===== config.mk =====
export PLATFORM = sky130hd
export DESIGN_NAME = tcvc_arbiter
export DESIGN_NICKNAME = d
export VERILOG_FILES = /design/src/rtl/tcvc_pkg.sv /design/src/rtl/tcvc_arbiter_rr_select.sv /design/src/rtl/tcvc_arbiter.sv
export SDC_FILE = /design/constraint.sdc
export NUM_CORES = 1
export LEC_CHECK = 0
export CORE_MARGIN = 3
export CORE_UTILIZATION = 30
export CTS_CLUSTER_DIAMETER = 50
export CTS_CLUSTER_SIZE = 8
export DETAILED_ROUTE_END_ITERATION = 8
export PLACE_DENSITY = 0.67
export RECOVER_POWER = 25
export SLEW_MARGIN = 20
export SYNTH_ARGS = -nofsm -noshare
export SYNTH_HDL_FRONTEND = slang
export SYNTH_HIERARCHICAL = 1
export SYNTH_SLANG_ARGS = --single-unit
export TNS_END_PERCENT = 100

===== constraint.sdc =====
create_clock -name clk -period 3.91 [get_ports clk]
set_input_delay 0.9775 -clock clk [delete_from_list [all_inputs] [get_ports clk]]
set_output_delay 0.9775 -clock clk [all_outputs]
set_load 0.02 [all_outputs]

===== src/rtl/tcvc_pkg.sv =====
// Shared tcvc constants: arbiter state encoding
// and the destination field carried in each word.
package tcvc_pkg;

  typedef enum logic [1:0] {
    S_IDLE = 2'd0,
    S_RUN  = 2'd1,
    S_HOLD = 2'd2
  } state_t;

  // Destination index lives in the top DST_W bits of a word.
  localparam int DST_W = 2;
  localparam int NDST  = 4;

  function automatic logic [NDST-1:0] dst_onehot(
    input logic [DST_W-1:0] d
  );
    return NDST'(1) << d;
  endfunction

endpackage


===== src/rtl/tcvc_arbiter_rr_select.sv =====
// Round-robin selector: first eligible source at or
// after the pointer, ascending with wrap.
module rr_select #(
  parameter int N = 4,
  localparam int PW = (N > 1) ? $clog2(N) : 1
) (
  input  logic [N-1:0]  elig_i,
  input  logic [PW-1:0] ptr_i,
  output logic [N-1:0]  gnt_o,
  output logic [PW-1:0] idx_o,
  output logic          any_o
);

  // Scan N positions from ptr_i; N is a power of two,
  // so the index wraps by width.
  always_comb begin
    logic [PW-1:0] j;
    logic found;
    j     = '0;
    found = 1'b0;
    gnt_o = '0;
    idx_o = '0;
    for (int k = 0; k < N; k++) begin
      j = ptr_i + PW'(k);
      if (!found && elig_i[j]) begin
        gnt_o[j] = 1'b1;
        idx_o    = j;
        found    = 1'b1;
      end
    end
    any_o = found;
  end

endmodule


===== src/rtl/tcvc_arbiter.sv =====
// Round-robin arbiter forwarding words from N source
// FIFOs to 4 destination FIFOs with one cycle latency.
module tcvc_arbiter #(
  parameter int BW = 6,
  parameter int N  = 4
) (
  input  logic          clk,
  input  logic          reset,
  input  logic          enable,
  input  logic [N-1:0]  src_empty,
  input  logic [N*BW-1:0] src_data,
  input  logic [3:0]    dst_almost_full,
  output logic [N-1:0]  src_pop,
  output logic [3:0]    dst_push,
  output logic [BW-1:0] dst_data,
  output logic          busy,
  output logic [7:0]    grant_cnt
);

  import tcvc_pkg::*;

  localparam int PW = (N > 1) ? $clog2(N) : 1;

  state_t        state_q, state_d;
  logic [PW-1:0] rr_q, rr_d;
  logic [BW-1:0] data_q, data_d;
  logic          pend_q, pend_d;
  logic [7:0]    cnt_q, cnt_d;

  logic [N-1:0]  elig;
  logic [N-1:0]  gnt;
  logic [PW-1:0] gidx;
  logic          any_elig;
  logic          any_ne;
  logic          grant;
  logic [BW-1:0] gword;

  for (genvar i = 0; i < N; i++) begin : g_elig
    assign elig[i] = ~src_empty[i] &
      ~dst_almost_full[src_data[i*BW+BW-DST_W +: DST_W]];
  end

  rr_select #(.N(N)) u_sel (
    .elig_i (elig),
    .ptr_i  (rr_q),
    .gnt_o  (gnt),
    .idx_o  (gidx),
    .any_o  (any_elig)
  );

  assign any_ne = ~&src_empty;
  assign gword  = src_data[gidx*BW +: BW];

  // Next state and grant decision; only RUN grants.
  always_comb begin
    state_d = state_q;
    grant   = 1'b0;
    unique case (state_q)
      S_IDLE: begin
        if (enable && any_ne) state_d = S_RUN;
      end
      S_RUN: begin
        if (!enable || !any_ne) state_d = S_IDLE;
        else if (!any_elig)     state_d = S_HOLD;
        else                    grant   = 1'b1;
      end
      S_HOLD: begin
        if (!enable)       state_d = S_IDLE;
        else if (any_elig) state_d = S_RUN;
      end
      default: state_d = S_IDLE;
    endcase
    if (reset) grant = 1'b0;
  end

  // Capture the granted word and advance the pointer.
  always_comb begin
    rr_d   = rr_q;
    data_d = data_q;
    pend_d = grant;
    cnt_d  = cnt_q + {7'd0, |dst_push};
    if (grant) begin
      rr_d   = gidx + PW'(1);
      data_d = gword;
    end
  end

  // State, pointer, data and counter registers.
  always_ff @(posedge clk) begin
    if (reset) begin
      state_q <= S_IDLE;
      rr_q    <= '0;
      data_q  <= '0;
      pend_q  <= 1'b0;
      cnt_q   <= '0;
    end else begin
      state_q <= state_d;
      rr_q    <= rr_d;
      data_q  <= data_d;
      pend_q  <= pend_d;
      cnt_q   <= cnt_d;
    end
  end

  assign src_pop   = grant ? gnt : '0;
  assign dst_push  = (pend_q && !reset) ?
    dst_onehot(data_q[BW-1 -: DST_W]) : '0;
  assign dst_data  = data_q;
  assign busy      = (state_q == S_RUN);
  assign grant_cnt = cnt_q;

endmodule


==> results.toml <==
[routing]
vias = 1596
drt_iter0_markers = 67
dr.pass1.iters = 5
remaining_drc_errors = 0
wl_met3_microns = 241
ant_nets = 0
totalWireLength_microns = 4200
via_per_inst = 5.05
met1_length_microns = 1820
wl_met2_microns = 2100
wl_per_cell_microns = 13.3
highest_layer = "met4"

[floorplan]
io_pins = 58
fp.dieH_microns = 77.7
start_util_pct = 31.8
core_area_sq_mm = 0.00485
dieArea_sq_mm = 0.00604
num_rows = 25
die_x_microns = 77.7

[synth]
yosys_warnings = 6
synth_fp_nets = 198
syn-cell-area_sq_mm = 0.00154
postSynthAreaPerCell_sq_um = 9.90
ys_seq_area_share_pct = 24.6
yosysUniqueCellTypes = 45
ys_ff_latch = 19
syn_inst = 156

[flow_run]
maxCapViolCount = 0

[finish]
layout_common_cells = "buf_4 (37), clkdlybuf4s50_1 (29), dfxtp_1 (19)"
finalNetCount = 292
antenna_cells = 0
multi_input_area_sq_mm = 0.00113
seqCellArea_sq_um = 380
drive_above_1_share_pct = 38.6
fill_cells = 432
final_area_sq_mm = 0.00258
final_common_cell = "buf_4"
area_delta_synth_final_pct = 67.1

[timing]
period_share_pct = 102
final.setup.worst_slack_ns = -0.0863
drv_slew = 0
setup_tns_ns = -0.309
relSlewSlack_pct = 65.5
timing.hold.ws_ns = 0.469
final_hold_viol_count = 0
finalSetupViolations = 4
grt_setup_unrepaired = "true"
period_minus_slack_ns = 4.00
fmax_mhz = 250
skew_ns = 0.00217
worst_slew_pin_slew_ns = 0.516

[cts]
numCtsBuffers = 3
cts.sinks = 19
cts_tree = "yes"
clkLatencyLatePin_ns = 0.25
htreeDepth = 1
clockBufferDepth = 2
clockRootBuffer = "clkbuf_8"
clk_pin_slew_worst_paths_ns = 0.07
cts_hold_repair.buffers = 0

[worst_setup_path]
worstSetupPathType = "in2out"
cp.arrival_ns = 3.02
crit_path_end_kind = "output pin"
critPathRequiredTime_ns = 2.93
cp-start-kind = "input port"
cp_max_fo = 5

[power_and_ir_drop]
ir_drop_uv = 124
p_leak_nw = 0.987
total_power_mw = 0.657
p_per_area_mw_per_mm2 = 255

[global_route]
grt.overflow.total = 0
antenna_found_initial = 0
grt_first_pass_wirelength_microns = 7010
grt_max_degree = 19
grt_use_total_pct = 14.0
first_global_vias = 1629

[place]
numPortBuffers = 57
dpl.hpwl_microns = 3140
gp_congestion = 0.730
post-place-ws_ns = -1.01
dpl_cell_area_sq_mm = 0.00228

[min_path]
hold_class = "reg2reg"

[run_status]
violations = "negative setup slack"
outcome = "complete, but fails checks"
[path summary, 6_finish.rpt]
path	start	end	slack [ns]	cells after the start
worst min register to register	dst_data[0]	dst_data[0]	0.47	2
worst max-delay path	src_data[16]	src_pop[2]	-0.09	10
worst max register to register	rr_q[1]	dst_data[5]	0.73	17
worst min-delay path	dst_data[0]	dst_data[0]	0.47	2
[sequential cells by signal (all words and copies together), names as in the netlist]
signal     flops
rr_q           2
state_q        2
dst_data       6
pend_q         1
grant_cnt      8
[critical path, stage by stage]
cell	delay, ns
buf_6	0.10
mux4_2	0.35
nor2_4	0.05
mux4_2	0.51
buf_6	0.15
nor4b_4	0.41
a22oi_1	0.12
o21ai_1	0.10
and2_4	0.15
buf_6	0.11
[stage by stage]
stage,utilization [%],instances
6_report,53.2,316
5_1_grt,53.2,316
4_1_cts,52.2,316
3_5_place_dp,47.1,290
3_3_place_gp,47.1,290
2_1_floorplan,-,156
[cell type report]
class,instances,share of cell area [%]
clock buffer,4,1.75
inverter,4,0.582
multi-input combinational,123,43.7
sequential,19,14.7
tap,67,3.25
timing repair buffer,99,35.9
[cells by family (layout without fill, tap and decap cells)]
family                     after synthesis  in the layout  share of synthesized area, %
buffers and inverters                   14            107                          6.08
DFF                                     19             19                          24.6
muxes                                   17             17                          23.3
AOI/OAI and AO/OA                       42             42                          17.0
and+or+nand+nor                         53             53                          21.1
xor gates and xnor gates                 4              4                          2.27
adders and majority gates                7              7                          5.67
[report_power, final]
group / internal, mW / switching, mW / total [mW]
registers: 0.200 / 0.00517 / 0.205
logic: 0.190 / 0.127 / 0.317
clock network: 0.0724 / 0.0633 / 0.136
[timing repair]
action / in CTS / in global routing
endpoints found under the hold margin: 0 / 0
resized for setup: 95 / 20
buffers inserted: 22 / 2
setup endpoints to repair: 4 / 10
pin swaps: 11 / 12
cloned: 0 / 0
[synthesized netlist by cell type, drive strengths merged]
master  number  area [sq um]
clkbuf       2          8.75
o21ai       14          70.1
a32o         1          10.0
nor4b        1          23.8
a32oi        1          8.76
a22oi        8          60.1
and4         1          8.76
o211ai       1          7.51
nor3b        1          7.51
nand4b       2          17.5
nor2        10          37.5
nand2        4          15.0
and2b        1          8.76
or3          3          18.8
and4b        1          10.0
a311oi       2          17.5
and3b        1          8.76
nor4         1          6.26
a21oi       13          72.6
nor3         3          20.0
nor2b        5          31.3
dfxtp       19           380
buf          8          70.1
mux2i        1          10.0
and2         4          25.0
o311ai       1          8.76
xor2         2          17.5
nand2b       2          12.5
ha           7          87.6
inv          4          15.0
o31ai        1          7.51
xnor2        2          17.5
mux4        14           327
nand4        2          12.5
nand3       10          55.1
and3         1          6.26
mux2         2          22.5
[layer usage]
layer	GRT usage, %	vias up
met5	0	-
met4	3.20	0
met3	2.67	4
met2	25.7	56
met1	16.7	744
li1	-	792
Power figures use the tool's default switching activity.
